<file path="config.mk">
export PLATFORM = sky130hd
export DESIGN_NAME = vga_text_render
export DESIGN_NICKNAME = d
export VERILOG_FILES = /design/src/rtl/vga_text_render.sv
export SDC_FILE = /design/constraint.sdc
export NUM_CORES = 1
export LEC_CHECK = 0
export ABC_AREA = 0
export CORE_ASPECT_RATIO = 0.8
export CORE_MARGIN = 1
export CORE_UTILIZATION = 40
export CTS_CLUSTER_SIZE = 8
export DETAILED_ROUTE_END_ITERATION = 6
export PLACE_DENSITY = 0.72
export SYNTH_ARGS = -nofsm -noshare
export SYNTH_HDL_FRONTEND = slang
export SYNTH_SLANG_ARGS = --single-unit
</file>
<file path="constraint.sdc">
create_clock -name clk -period 5.35 [get_ports clk]
set_clock_uncertainty 0.05 [all_clocks]
set_input_delay 1.07 -clock clk [delete_from_list [all_inputs] [get_ports clk]]
set_output_delay 1.07 -clock clk [all_outputs]
set_load 0.01 [all_outputs]
</file>
<file path="src/rtl/vga_text_render.sv">
`timescale 1ns/1ps
// vga_text_render
//   Text-mode pixel renderer for an 800x600 raster built from 8x16 glyph cells.
//   A three-stage fetch pipeline (text RAM -> font ROM -> glyph bit) plus an
//   output register turns the timing stage's hc/vc into an RGB332 pixel, with a
//   blinking underline cursor. Syncs and vidon travel alongside in shift chains.
//
// Ports
//   clk, clr               pixel clock, synchronous active-high reset
//   hc, vc                 horizontal / vertical counters from the timing stage
//   vidon                  active-video flag
//   hsync_i, vsync_i       raw syncs from the timing stage
//   tram_addr / tram_data  text RAM word address (registered) / word read back
//   font_addr / font_data  font ROM address {char, glyph_row} / glyph row bits
//   bg_color               global background colour (RGB332)
//   cur_en, cur_col, cur_row  cursor enable and cell position
//   red, green, blue       registered pixel colour
//   hsync_o, vsync_o       syncs aligned with the colour outputs
module vga_text_render #(
    parameter int COLS       = 100,
    parameter int ROWS       = 37,
    parameter int BLINK_LOG2 = 5
) (
    input  logic        clk,
    input  logic        clr,
    input  logic [11:0] hc,
    input  logic [11:0] vc,
    input  logic        vidon,
    input  logic        hsync_i,
    input  logic        vsync_i,
    output logic [11:0] tram_addr,
    input  logic [15:0] tram_data,
    output logic [11:0] font_addr,
    input  logic [7:0]  font_data,
    input  logic [7:0]  bg_color,
    input  logic        cur_en,
    input  logic [6:0]  cur_col,
    input  logic [5:0]  cur_row,
    output logic [2:0]  red,
    output logic [2:0]  green,
    output logic [1:0]  blue,
    output logic        hsync_o,
    output logic        vsync_o
);

    function automatic logic [7:0] pick_colour(input logic vld, input logic oob,
                                               input logic pix, input logic cur,
                                               input logic [7:0] fg,
                                               input logic [7:0] bg);
        if (!vld)
            return 8'h00;
        if (oob)
            return bg;
        if (pix || cur)
            return fg;
        return bg;
    endfunction

    logic [6:0]  col;
    logic [2:0]  gx;
    logic [5:0]  row;
    logic [3:0]  gr;
    logic [11:0] row_ext;
    logic [11:0] cell_addr;
    logic        cell_oob;
    logic        cur_valid;
    logic        cur_hit;
    logic        unused_bits;

    logic [BLINK_LOG2:0] frame_cnt;

    logic       vld_p0, vld_p1, vld_p2;
    logic       hs_p0, hs_p1, hs_p2;
    logic       vs_p0, vs_p1, vs_p2;
    logic [7:0] rgb_q;

    logic [3:0] gr_p0;
    logic [2:0] gx_p0, gx_p1;
    logic       oob_p0, oob_p1, oob_p2;
    logic       cur_p0, cur_p1, cur_p2;
    logic [7:0] fg_p1, fg_p2;
    logic       pix_p2;

    assign col = hc[9:3];
    assign gx  = hc[2:0];
    assign row = vc[9:4];
    assign gr  = vc[3:0];
    assign unused_bits = ^{hc[11:10], vc[11:10]};

    // row*100 + col as row*64 + row*32 + row*4 + col, kept to 12 bits
    assign row_ext   = {6'b0, row};
    assign cell_addr = (row_ext << 6) + (row_ext << 5) + (row_ext << 2) + {5'b0, col};

    assign cell_oob  = (32'(row) >= ROWS) || (32'(col) >= COLS);
    assign cur_valid = (32'(cur_row) < ROWS) && (32'(cur_col) < COLS);
    // underline cursor: last two glyph rows of the cursor cell, during blink-on phase
    assign cur_hit   = cur_en && frame_cnt[BLINK_LOG2] && cur_valid &&
                       (row == cur_row) && (col == cur_col) && (gr[3:1] == 3'b111);

    always_ff @(posedge clk) begin
        if (clr) begin
            vld_p0    <= 1'b0;
            vld_p1    <= 1'b0;
            vld_p2    <= 1'b0;
            hs_p0     <= 1'b1;
            hs_p1     <= 1'b1;
            hs_p2     <= 1'b1;
            vs_p0     <= 1'b1;
            vs_p1     <= 1'b1;
            vs_p2     <= 1'b1;
            hsync_o   <= 1'b1;
            vsync_o   <= 1'b1;
            frame_cnt <= '0;
            tram_addr <= 12'd0;
            font_addr <= 12'd0;
            rgb_q     <= 8'h00;
        end else begin
            // stage 1: cell address out to text RAM
            vld_p0    <= vidon;
            hs_p0     <= hsync_i;
            vs_p0     <= vsync_i;
            tram_addr <= cell_addr;
            if (hc == 12'd0 && vc == 12'd0)
                frame_cnt <= frame_cnt + {{BLINK_LOG2{1'b0}}, 1'b1};
            // stage 2: character code out to font ROM
            vld_p1    <= vld_p0;
            hs_p1     <= hs_p0;
            vs_p1     <= vs_p0;
            font_addr <= {tram_data[7:0], gr_p0};
            // stage 3: glyph bit picked (data path below)
            vld_p2    <= vld_p1;
            hs_p2     <= hs_p1;
            vs_p2     <= vs_p1;
            // output: colour and syncs leave together
            hsync_o   <= hs_p2;
            vsync_o   <= vs_p2;
            rgb_q     <= pick_colour(vld_p2, oob_p2, pix_p2, cur_p2, fg_p2, bg_color);
        end
    end

    always_ff @(posedge clk) begin
        // stage 1
        gr_p0  <= gr;
        gx_p0  <= gx;
        oob_p0 <= cell_oob;
        cur_p0 <= cur_hit;
        // stage 2
        gx_p1  <= gx_p0;
        oob_p1 <= oob_p0;
        cur_p1 <= cur_p0;
        fg_p1  <= tram_data[15:8];
        // stage 3
        pix_p2 <= font_data[3'd7 - gx_p1];
        oob_p2 <= oob_p1;
        cur_p2 <= cur_p1;
        fg_p2  <= fg_p1;
    end

    assign red   = rgb_q[7:5];
    assign green = rgb_q[4:2];
    assign blue  = rgb_q[1:0];

endmodule

</file>
==> results of run 1 <==
[worst paths after layout]
check	cells past startpoint	startpoint	to	slack [ns]
worst max-delay path	10	vc[4]	tram_addr[10]	1.39
worst min-delay path	0	fg_p1[0]	fg_p2[0]	0.27
worst max register to register	2	gx_p1[0]	pix_p2	3.97
worst min register to register	0	fg_p1[0]	fg_p2[0]	0.27
[through the flow]
step	area (sq um)	hold WS, ns	setup slack (ns)
after floorplan	3220	0.260	1.86
after global placement	4400	0.260	1.17
after detailed placement	4400	0.262	1.06
after CTS	4590	0.273	1.44
after global routing	4590	0.279	1.29
final	4590	0.272	1.39
[area by class of cell]
class,count,area share
multi-input cells,191,0.326
inverters,16,0.0131
well taps,105,0.0286
flip-flops and latches,82,0.358
clock buffers,9,0.0270
clock inverters,7,0.0131
repair buffers,108,0.235
[kinds of logic (layout without fill, tap and decap cells)]
group / after synthesis / in the layout
and+or+nand+nor: 107 / 107
DFF: 82 / 82
AOI/OAI and AO/OA: 33 / 33
adders and majority gates: 31 / 31
buffers and inverters: 24 / 140
xor gates and xnor gates: 13 / 13
muxes: 7 / 7
[routing by layer]
| layer | up-vias | share of wire | global-route usage |
|---|---|---|---|
| met5 | - | 0 | 0 |
| met4 | 0 | 0.0098 | 0.0514 |
| met3 | 8 | 0.076 | 0.0673 |
| met2 | 82 | 0.44 | 0.270 |
| met1 | 1094 | 0.48 | 0.212 |
| li1 | 1229 | - | - |
[cell usage in the layout, fill, tap and decap left out, types with 2 or more instances in the layout]
cell type        instances
nor2b_1                 25
nand4_1                  4
xnor2_1                  8
o21ai_0                  8
inv_1                   16
clkdlybuf4s50_1        107
mux4_2                   2
o31ai_1                  3
or2_2                    9
nand3_1                  4
o31a_1                   2
nand2_1                 21
a21oi_1                 11
nor4b_1                  2
fa_1                     5
mux2_2                   3
nand2b_1                 7
nor2_1                  14
nor3b_1                  2
nor3_1                   5
nor4_1                   3
a211oi_1                 4
ha_1                    26
xor2_1                   5
inv_8                    2
o311ai_0                 2
inv_6                    2
dfxtp_1                 82
clkinvlp_4               2
or4_1                    4
clkbuf_8                 9
[worst max-delay path, stage by stage]
cell,delay [ns]
clkdlybuf4s50_1,0.58
inv_1,0.12
fa_1,0.52
inv_1,0.05
fa_1,0.47
ha_1,0.36
nor2b_1,0.19
o31a_1,0.28
or4_1,0.47
nand3_1,0.09
[power groups by stage]
| stage | clock (mW) | sequential, mW | combinational, mW |
|---|---|---|---|
| final | 0.418 | 0.658 | 0.265 |
| after global routing | 0.456 | 0.662 | 0.295 |
| after CTS | 0.434 | 0.658 | 0.268 |
| after detailed placement | 0 | 0.672 | 0.265 |
| after global placement | 0 | 0.672 | 0.260 |
| after floorplan | 0 | 0.683 | 0.117 |
[state kept, by name (all words and copies together) (netlist names), 3 cells and up]
name and count:
gx_p0 3, fg_p2 8, font_addr 12, gx_p1 3
rgb_q 8, fg_p1 8, tram_addr 12, frame_cnt 6
gr_p0 4
[synth_stat cells (all sizes together), types with 7 or more instances]
library cell  instances  area, sq um
clkbuf                8         30.0
xnor2                 8         70.1
dfxtp                82         1640
inv                  16         60.1
ha                   26          325
nor2b                25          156
o21ai                 8         40.0
nand2                21         78.8
or2                   9         56.3
nand2b                7         43.8
nor2                 14         52.6
a21oi                11         55.1
==> impl_metrics.py, run 1 <==
metrics = {
    "status": {
        "status": "completed",
    },
    "synth": {
        "ys_ff_latch": 82,
        "yosys-mux-area-fraction": 0.0310,
        "synth_area_sq_um": 3220,
        "synth_fa_ha_area_frac": 0.132,
        "synth.avg_cell_area_sq_um": 10.9,
        "synthFlopType": "dfxtp_1",
        "synth_seq_area_share": 0.509,
        "synth_top_family_by_area": "simple AND/OR/NAND/NOR gates",
        "syn_inst": 297,
        "synth_edf_count": 0,
        "synth_compound_area_frac": 0.0633,
        "synth.net_count": 403,
        "ys_types": 39,
        "synth-warning-count": 0,
        "synthXorXnorAreaFrac": 0.0353,
        "async_flop_share": 0,
        "synthSimpleGateAreaFrac": 0.201,
    },
    "route": {
        "wl_um": 6930,
        "postRouteAntennaNets": 0,
        "dr.pass1.iters": 4,
        "vias": 2413,
        "route.detailed.drc": 0,
        "via_per_inst": 4.66,
        "drt_iter0_drc": 49,
        "routedWlPerCell_um": 13.4,
    },
    "power": {
        "peakVddDrop_uv": 138,
        "seq_power_share": 0.490,
        "p_comb_frac": 0.198,
        "p_leak_nw": 1.86,
        "power_density_nw_per_um2": 293,
        "p_int_mw": 0.975,
        "netSwitchingFraction": 0.274,
        "p_total_mw": 1.34,
        "clockPowerShare": 0.312,
        "p_sw_mw": 0.367,
    },
    "setup_path": {
        "crit_required_ns": 5.59,
        "path_class": "input pin to flop",
        "crit_arrival_ns": 4.21,
        "crit_fanout": 5,
        "cp-end-kind": "flop",
        "crit_path_start_kind": "input pin",
    },
    "global_routing": {
        "grt_pass1_vias": 2282,
        "overflow": 0,
        "grt_pass1_wl_um": 10600,
        "antenna_found_initial": 0,
        "track_usage": 0.169,
        "grt_max_degree": 54,
    },
    "floorplan": {
        "ioPinCount": 109,
        "rows": 28,
        "die_w_um": 102,
        "start_util": 0.424,
        "die_area_sq_um": 8430,
        "die_h_um": 82.3,
        "core_area_sq_um": 7600,
    },
    "cells_and_area": {
        "final_util": 0.603,
        "areaGrowthSynthToFinish_pct": 42.2,
        "fillCellCount": 648,
        "multi_input_area_sq_um": 1490,
        "final_net_count": 514,
        "stdcell_count": 518,
        "n_antenna_cell": 0,
        "layout-drive-gt1-share": 0.0896,
        "seq_area_sq_um": 1640,
    },
    "timing": {
        "finalMaxSlewViolations": 0,
        "tightestPinTransition_ns": 0.872,
        "rsz0062_at_grt": "no",
        "setup_tns_ns": 0,
        "hold_viol": 0,
        "slew_headroom": 0.419,
        "period_share": 0.741,
        "finalSetupViolations": 0,
        "clock.fmax_mhz": 252,
        "finalCriticalPeriod_ns": 3.96,
    },
    "clock_tree": {
        "cts.path.max_buffers": 2,
        "cts_setup_buffers": 0,
        "cts_made_buffers": 9,
        "clk_pin_slew_ns": 0.09,
        "h-tree-depth": 3,
        "cts_tree": "built",
        "ctsRootBufferMaster": "clkbuf_8",
        "insertion_delay_ns": 0.35,
        "ctsHoldBuffers": 0,
        "clkSinkCount": 82,
        "cts_resized": 0,
    },
    "place": {
        "place.gp.congestion": 0.852,
        "io_buffers": 108,
        "place_inst": 502,
        "dp_hpwl_um": 5300,
    },
    "min_path": {
        "hp-class": "flop to flop",
    },
    "job": {
        "maxCapViolations": 0,
    },
}
Note: power is estimated with default switching activity, not from simulation.
==> run 2: changes to the inputs <==
==> constraint.sdc (replaced) <==
create_clock -name clk -period 4.1 [get_ports clk]
set_clock_uncertainty 0.05 [all_clocks]
set_input_delay 0.82 -clock clk [delete_from_list [all_inputs] [get_ports clk]]
set_output_delay 0.82 -clock clk [all_outputs]
set_load 0.01 [all_outputs]
==> run 2 against run 1 <==
First-iteration DRC count decreased by 14%. Register-to-register slack got worse by 1.2 ns. Combinational power increased by 31%. Utilization increased by 0.79 points.
==> impl_metrics.py, run 2 (synthesis gave the netlist of run 1 again) <==
metrics = {
    "setup_path": {
        "cp-end-kind": "flop",
        "crit_fanout": 4,
        "crit_required_ns": 4.35,
        "path_class": "input pin to flop",
        "crit_path_start_kind": "input pin",
        "crit_arrival_ns": 3.87,
    },
    "cells_and_area": {
        "final_net_count": 516,
        "areaGrowthSynthToFinish_pct": 44.1,
        "layout-drive-gt1-share": 0.0940,
        "reg.largest.list": "font_addr: 12 flops, tram_addr: 12 flops",
        "final_cell_mix": "clkdlybuf4s50_1 (107), dfxtp_1 (82), ha_1 (26)",
        "fin_area_sq_um": 4650,
        "layout_commonest_cell": "clkdlybuf4s50_1",
        "n_antenna_cell": 0,
    },
    "power": {
        "p_int_mw": 1.40,
        "clockPowerShare": 0.357,
        "p_sw_mw": 0.478,
        "seq_power_share": 0.459,
        "netSwitchingFraction": 0.255,
        "power_density_nw_per_um2": 403,
        "p_leak_nw": 1.89,
        "peakVddDrop_uv": 198,
        "p_comb_frac": 0.185,
    },
    "timing": {
        "finalSetupViolations": 0,
        "tightestPinTransition_ns": 0.858,
        "finalMaxSlewViolations": 0,
        "finalCriticalPeriod_ns": 3.62,
        "period_share": 0.883,
        "hold_viol": 0,
        "slew_headroom": 0.428,
        "rsz0062_at_grt": "no",
        "clock.fmax_mhz": 276,
        "setup_tns_ns": 0,
    },
    "place": {
        "placed_area_sq_um": 4420,
        "place.gp.congestion": 0.798,
        "io_buffers": 108,
        "dp_hpwl_um": 5310,
    },
    "floorplan": {
        "rows": 28,
        "core_area_sq_um": 7600,
        "die_h_um": 82.3,
        "start_util": 0.424,
        "die_w_um": 102,
        "die_area_sq_um": 8430,
        "ioPinCount": 109,
    },
    "global_routing": {
        "grt_max_degree": 54,
        "gr-usage-met1": 0.233,
        "grt_pass1_vias": 2349,
        "antenna_found_initial": 0,
        "use_met2": 0.281,
        "top_usage_layer": "met2",
        "use_met3": 0.0581,
        "overflow": 0,
        "grt_pass1_wl_um": 11100,
        "track_usage": 0.179,
    },
    "route": {
        "wl_um": 7010,
        "dr.pass1.iters": 4,
        "via_per_inst": 4.66,
        "route.detailed.drc": 0,
        "postRouteAntennaNets": 0,
        "drt_iter0_drc": 42,
        "routedWlPerCell_um": 13.5,
        "vias": 2425,
    },
    "clock_tree": {
        "ctsRootBufferMaster": "clkbuf_8",
        "cts_tree": "built",
        "insertion_delay_ns": 0.35,
        "cts_made_buffers": 9,
        "cts_resized": 0,
        "ctsHoldBuffers": 0,
        "cts.path.max_buffers": 2,
        "cts_setup_buffers": 0,
        "clkSinkCount": 82,
        "h-tree-depth": 3,
        "clk_pin_slew_ns": 0.10,
    },
    "job": {
        "maxCapViolations": 0,
    },
    "min_path": {
        "hp-class": "flop to flop",
    },
    "status": {
        "status": "completed",
    },
}
-- run 2: cell count changes in the layout (fill, tap and decap cells not counted) --
cell / before / now
inv_6: 2 / 3
clkinv_2: 1 / 0
inv_8: 2 / 1
buf_4: 0 / 2
clkinvlp_4: 2 / 1
bufinv_16: 0 / 2
-- run 2: final timing paths --
path                 from            end  slack [ns]  cells after the start
min              gx_p0[0]       gx_p1[0]        0.28                      0
min reg2reg      gx_p0[0]       gx_p1[0]        0.28                      0
max reg2reg  frame_cnt[0]   frame_cnt[2]        2.74                      4
max                 hc[9]  tram_addr[10]        0.48                     10
-- run 2: area by class of cell --
| type | instances | area (sq um) |
|---|---|---|
| Fill cell | 648 | 2960 |
| Sequential cell | 82 | 1640 |
| Multi-Input combinational cell | 191 | 1490 |
| Timing Repair Buffer | 110 | 1090 |
| Tap cell | 105 | 131 |
| Clock buffer | 9 | 124 |
| Clock inverter | 7 | 105 |
| Inverter | 16 | 60.1 |
-- run 2: per-layer routing --
metal  part of all wire  wire, um
met5                  0         0
met4             0.0084        59
met3              0.069       487
met2               0.43      3050
met1               0.49      3420
-- run 2: power by group through the flow --
stage / registers [mW] / logic [mW] / clock network (mW)
3_5_place_dp: 0.877 / 0.346 / 0
3_3_place_gp: 0.877 / 0.339 / 0
6_report: 0.859 / 0.346 / 0.668
4_1_cts: 0.860 / 0.350 / 0.690
5_1_grt: 0.865 / 0.383 / 0.727
2_1_floorplan: 0.891 / 0.153 / 0
-- run 2: metrics by stage --
stage	total power [mW]	util	worst slack [ns]	std cells	hold slack, ns
final	1.87	0.611	0.480	520	0.276
after global routing	1.98	0.611	0.356	520	0.278
after CTS	1.90	0.611	0.517	520	0.277
after detailed placement	1.22	0.581	0.135	504	0.262
after global placement	1.22	0.581	0.216	504	0.260
after floorplan	1.04	-	0.857	297	0.260
-- run 2: worst max-delay path: stages --
cell and delay (ns):
clkdlybuf4s50_1 0.55, inv_1 0.10, fa_1 0.55, inv_1 0.06, fa_1 0.45, ha_1 0.34, nor2b_1 0.17, o31a_1 0.27
or4_1 0.47, nand3_1 0.09
==> run 3: changes to the inputs <==
--- a/config.mk
+++ b/config.mk
@@ -5,13 +5,13 @@
 export SDC_FILE = /design/constraint.sdc
 export NUM_CORES = 1
 export LEC_CHECK = 0
-export ABC_AREA = 0
+export ABC_AREA = 1
 export CORE_ASPECT_RATIO = 0.8
 export CORE_MARGIN = 1
 export CORE_UTILIZATION = 40
-export CTS_CLUSTER_SIZE = 8
+export CTS_CLUSTER_SIZE = 20
 export DETAILED_ROUTE_END_ITERATION = 6
-export PLACE_DENSITY = 0.72
+export PLACE_DENSITY = 0.71
 export SYNTH_ARGS = -nofsm -noshare
 export SYNTH_HDL_FRONTEND = slang
 export SYNTH_SLANG_ARGS = --single-unit
==> run 3 against run 2 <==
Register-to-register slack better by 0.12 ns. Die area up 2.6%. Critical path type unchanged. First-iteration DRC count rose to 2.7 times the previous value. Clock power down 15%. Routed wire length up 8.0%. Largest power group unchanged. Hold slack better by 0.0021 ns.
==> impl_metrics.py, run 3 <==
metrics = {
    "status": {
        "status": "completed",
    },
    "floorplan": {
        "start_util": 0.415,
        "die_w_um": 104,
        "rows": 29,
        "ioPinCount": 109,
        "core_area_sq_um": 7980,
        "die_h_um": 83.4,
        "die_area_sq_um": 8640,
    },
    "route": {
        "drt_iter0_drc": 114,
        "wl_um": 7570,
        "dr.pass1.iters": 6,
        "via_per_inst": 4.54,
        "vias": 2862,
        "routedWlPerCell_um": 12.0,
        "route.detailed.drc": 0,
        "postRouteAntennaNets": 0,
    },
    "synth": {
        "synth.avg_cell_area_sq_um": 8.25,
        "ys_ff_latch": 82,
        "yosysMostFrequentCell": "dfxtp_1",
        "ys_types": 25,
        "synth_area_sq_um": 3310,
        "synthFlopType": "dfxtp_1",
        "synth-warning-count": 0,
        "synth.net_count": 507,
        "async_flop_share": 0,
        "synthTopCellsByArea": "dfxtp_1 (50%), ha_1 (9.8%), nor2_1 (8.7%)",
        "syn_inst": 401,
        "netlist.area_leader.share": 0.496,
        "synth_common_cells": "dfxtp_1 (82), nor2_1 (77), inv_1 (66)",
        "synth_seq_area_share": 0.496,
        "synth_top_area_cell": "dfxtp_1",
        "synth_edf_count": 0,
    },
    "global_routing": {
        "grt_pass1_vias": 2763,
        "grt_pass1_wl_um": 12600,
        "overflow": 0,
        "antenna_found_initial": 0,
        "track_usage": 0.186,
        "grt_max_degree": 36,
    },
    "timing": {
        "rsz0062_at_grt": "no",
        "finalSetupViolations": 0,
        "period_share": 0.818,
        "finalCriticalPeriod_ns": 3.35,
        "slew_headroom": 0.762,
        "tightestPinTransition_ns": 0.357,
        "whs_ns": 0.278,
        "setup_tns_ns": 0,
        "clock.fmax_mhz": 298,
        "finalMaxSlewViolations": 0,
        "hold_viol": 0,
    },
    "clock_tree": {
        "ctsRootBufferMaster": "clkbuf_8",
        "clk_pin_slew_ns": 0.10,
        "cts_tree": "built",
        "ctsHoldBuffers": 0,
        "insertion_delay_ns": 0.36,
        "cts_setup_buffers": 0,
        "clkSinkCount": 82,
        "cts.path.max_buffers": 2,
        "cts_resized": 0,
        "h-tree-depth": 3,
        "cts_made_buffers": 9,
    },
    "setup_path": {
        "rrSetupSlack_ns": 2.86,
        "cp-end-kind": "flop",
        "r2r-start": "cur_p2",
        "timing.rr.end": "rgb_q[0]",
        "crit_arrival_ns": 3.56,
        "path_class": "input pin to flop",
        "crit_required_ns": 4.30,
        "crit_path_start_kind": "input pin",
        "crit_fanout": 5,
        "reg2reg_depth": 5,
    },
    "power": {
        "p_int_mw": 1.25,
        "p_sw_mw": 0.500,
        "p_total_mw": 1.75,
        "power_density_nw_per_um2": 372,
        "seq_power_share": 0.488,
        "clockPowerShare": 0.323,
        "p_comb_frac": 0.189,
        "peakVddDrop_uv": 172,
        "p_leak_nw": 2.16,
        "netSwitchingFraction": 0.285,
    },
    "cells_and_area": {
        "multi_input_area_sq_um": 1400,
        "fillCellCount": 730,
        "final_net_count": 623,
        "stdcell_count": 630,
        "areaGrowthSynthToFinish_pct": 42.4,
        "seq_area_sq_um": 1640,
        "fin_area_sq_um": 4710,
        "n_antenna_cell": 0,
        "reg.largest.list": "font_addr: 12 flops, tram_addr: 12 flops",
        "layout-drive-gt1-share": 0.0613,
        "final_cell_mix": "clkdlybuf4s50_1 (108), dfxtp_1 (82), nor2_1 (77)",
        "layout_commonest_cell": "clkdlybuf4s50_1",
    },
    "min_path": {
        "hp-class": "flop to flop",
        "min_from": "fg_p1[0]",
        "hold_path_end": "fg_p2[0]",
        "whs_path_depth": 0,
    },
    "place": {
        "io_buffers": 108,
        "place_inst": 614,
        "placed_area_sq_um": 4520,
        "place.gp.congestion": 0.894,
        "dp_hpwl_um": 5950,
    },
    "job": {
        "maxCapViolations": 0,
    },
}
## run 3: changes by cell type after synthesis, sizes merged, moves of 5 or more
cell | before | now
o21ai | 8 | 28
a21oi | 11 | 19
nor2 | 14 | 81
nand3 | 4 | 12
nand2b | 7 | 0
inv | 16 | 67
nor2b | 25 | 0
nand2 | 21 | 56
xnor2 | 8 | 3
## run 3: area by class of cell
| cell class | count | share of cell area |
|---|---|---|
| Clock buffer | 9 | 0.0263 |
| Clock inverter | 7 | 0.0151 |
| Timing Repair Buffer | 109 | 0.231 |
| Inverter | 67 | 0.0534 |
| Tap cell | 108 | 0.0287 |
| Sequential cell | 82 | 0.348 |
| Multi-Input combinational cell | 248 | 0.297 |
## run 3: cells by family after synthesis
group | after synthesis | synth area share
adders and majority gates | 31 | 0.129
xor gates and xnor gates | 4 | 0.0106
DFF | 82 | 0.496
and+or+nand+nor | 160 | 0.200
buffers and inverters | 71 | 0.0805
AOI/OAI and AO/OA | 53 | 0.0839
## run 3: worst max path at each step
stage | start | to | slack [ns] | cells past startpoint
final | vc[4] | tram_addr[9] | 0.75 | 12
after global routing | vc[4] | tram_addr[9] | 0.59 | 12
after CTS | vc[4] | tram_addr[9] | 0.77 | 12
after detailed placement | vc[4] | tram_addr[9] | 0.38 | 12
after global placement | vc[4] | tram_addr[9] | 0.47 | 12
after floorplan | hc[9] | tram_addr[9] | 1.20 | 11
## run 3: power groups by stage
stage | registers, mW | clock network (mW) | logic [mW]
5_1_grt | 0.861 | 0.621 | 0.370
6_report | 0.856 | 0.567 | 0.331
2_1_floorplan | 0.888 | 0 | 0.141
3_5_place_dp | 0.876 | 0 | 0.329
3_3_place_gp | 0.875 | 0 | 0.323
4_1_cts | 0.857 | 0.586 | 0.333
## run 3: worst max-delay path, cell delays in order
cell,delay (ns)
clkdlybuf4s50_1,0.59
inv_1,0.15
fa_1,0.51
inv_1,0.05
fa_1,0.45
ha_1,0.36
a21oi_1,0.14
nand2_1,0.11
a21oi_1,0.18
nand2_1,0.08
nand2_1,0.07
nor2_1,0.04
## run 3: per-layer routing
| metal | part of all wire | track usage |
|---|---|---|
| met5 | 0 | 0 |
| met4 | 0.021 | 0.0779 |
| met3 | 0.069 | 0.0534 |
| met2 | 0.44 | 0.300 |
| met1 | 0.47 | 0.235 |
## run 3: stage by stage
step	setup WS [ns]	util
after floorplan	1.20	-
after global placement	0.473	0.566
after detailed placement	0.382	0.566
after CTS	0.767	0.590
after global routing	0.588	0.590
final	0.748	0.590
==> RTL change (flow settings as in run 1) <==
`BLINK_LOG2`: 5 -> 7.
--- a/src/rtl/vga_text_render.sv
+++ b/src/rtl/vga_text_render.sv
@@ -19,7 +19,7 @@
 module vga_text_render #(
     parameter int COLS       = 100,
     parameter int ROWS       = 37,
-    parameter int BLINK_LOG2 = 5
+    parameter int BLINK_LOG2 = 7
 ) (
     input  logic        clk,
     input  logic        clr,
Formal check against the unedited RTL: no difference found for any inputs over 10 cycles, from zero or initial values; that may be too few to reach the edited logic, so the function may still have changed.
==> RTL change against run 1 <==
- final area increased by 2.8%
- register-to-register slack worse by 0.16 ns
- total power grew 1.9%
- global-route usage up 0.26 points
- sequential cell count rose by 2
- via count rose by 2.8%
- clock power grew 4%
- synthesized area grew 3.4%
- worst setup slack better by 0.022 ns
- routed wire length is 0.98% higher
- critical endpoint is now tram_addr[9]
==> RTL change: results (changes against run 1) <==
wl on met1 3289 um (-0.54%); share of cells above drive strength 1 0.08585 (-0.003742); VDD IR max 152.7 uV (+10%); Netlist Area Pre-Place 3333 sq um (+3.4%); M1 GR Usage 0.2222 (+0.01059); sequential cell area fraction in the yosys report 0.5045 (-0.004615); sequential power 0.673 mW (+2%); Mean Syn Cell Area 10.58 sq um (-2.5%); fin cells 539 (+4.1%); Switching Fraction 0.2724 (-0.001084); largest net degree at the start of global routing 59 (+9.3%); Nets 532 (+3.5%); DR iter-0 viols 108 (+120%); post-synth cell types 43 (+10%); global-route wire length before repair 11850 um (+12%); met2 Use GR 0.2806 (+0.01081); Clk pin slew, worst setup/hold paths 0.10 ns; ranking of synthesized cells by area dfxtp_1 50%, ha_1 9.8%, nor2b_1 4.7%, fa_1 3.0%, nand2_1 2.5%; Critical Path AT 4.13 ns (-0.08 ns); top cells by count, synth 84 x dfxtp_1, 26 x ha_1, 25 x nor2b_1, 22 x nand2_1, 20 x inv_1; Static Leak 1.911 nW (+2.8%); Gate power share 0.191 (-0.007); Adder-Cell Fraction of Synth Area 0.1276 (-0.004309); complex-gate fraction of the synthesized area 0.06381 (+0.0005620); gr usage total 0.1719 (+0.002555); gpl congestion 0.8922 (+4.7%); vias in the first global route 2424 (+6.2%); Internal 0.9946 mW (+2.0%); Filler cells 686 (+5.9%); slew margin rel. 0.4061 (-0.01277); Synth Net Count 421 (+4.5%); status complete, no violations; drt via density 4.601 (-1.2%); mux share of post-synthesis cell area 0.03679 (+0.005743); met2 WL 3370 um (+11%); Synth Area in XOR/XNOR 0.03416 (-0.001153); GRT met3 Usage 0.04215 (-0.02519); max incr delay on CP 0.62 ns (+0.04 ns); hpwl dp 5378 um (+1.6%); routed len/inst 12.98 um (-3.0%); worst slack, placed 1.039 ns (-0.02009 ns); placed cell area 4514 sq um (+2.6%); dpl cells 523 (+4.2%); met3 wire len 227 um (-57%)
==> RTL change: changes by cell type after synthesis, moves of 2 or more <==
| cell | change |
|---|---|
| inv_1 | +4 |
| nor2_1 | +4 |
| xnor2_1 | -4 |
| xor2_1 | +4 |
| nor4_1 | +3 |
| buf_1 | +2 |
| clkbuf_1 | -2 |
| dfxtp_1 | +2 |
| nand3_1 | +2 |
| nor4_2 | +2 |
| o31ai_1 | -2 |
| or4_1 | -2 |
==> RTL change: final timing paths <==
path,slack (ns),start,cells after the start,endpoint
min reg2reg,0.28,fg_p1[3],0,fg_p2[3]
min,0.28,fg_p1[3],0,fg_p2[3]
max reg2reg,3.81,frame_cnt[0],4,frame_cnt[6]
max,1.41,hc[9],10,tram_addr[9]
==> RTL change: cell type report <==
cell class	instances	area [sq um]	area share
multi-input cells	203	1546	0.3282
repair buffers	108	1076	0.2284
inverters	20	75.07	0.01593
well taps	108	135.1	0.02868
clock inverters	7	73.82	0.01567
clock buffers	9	123.9	0.02629
flip-flops and latches	84	1682	0.3569
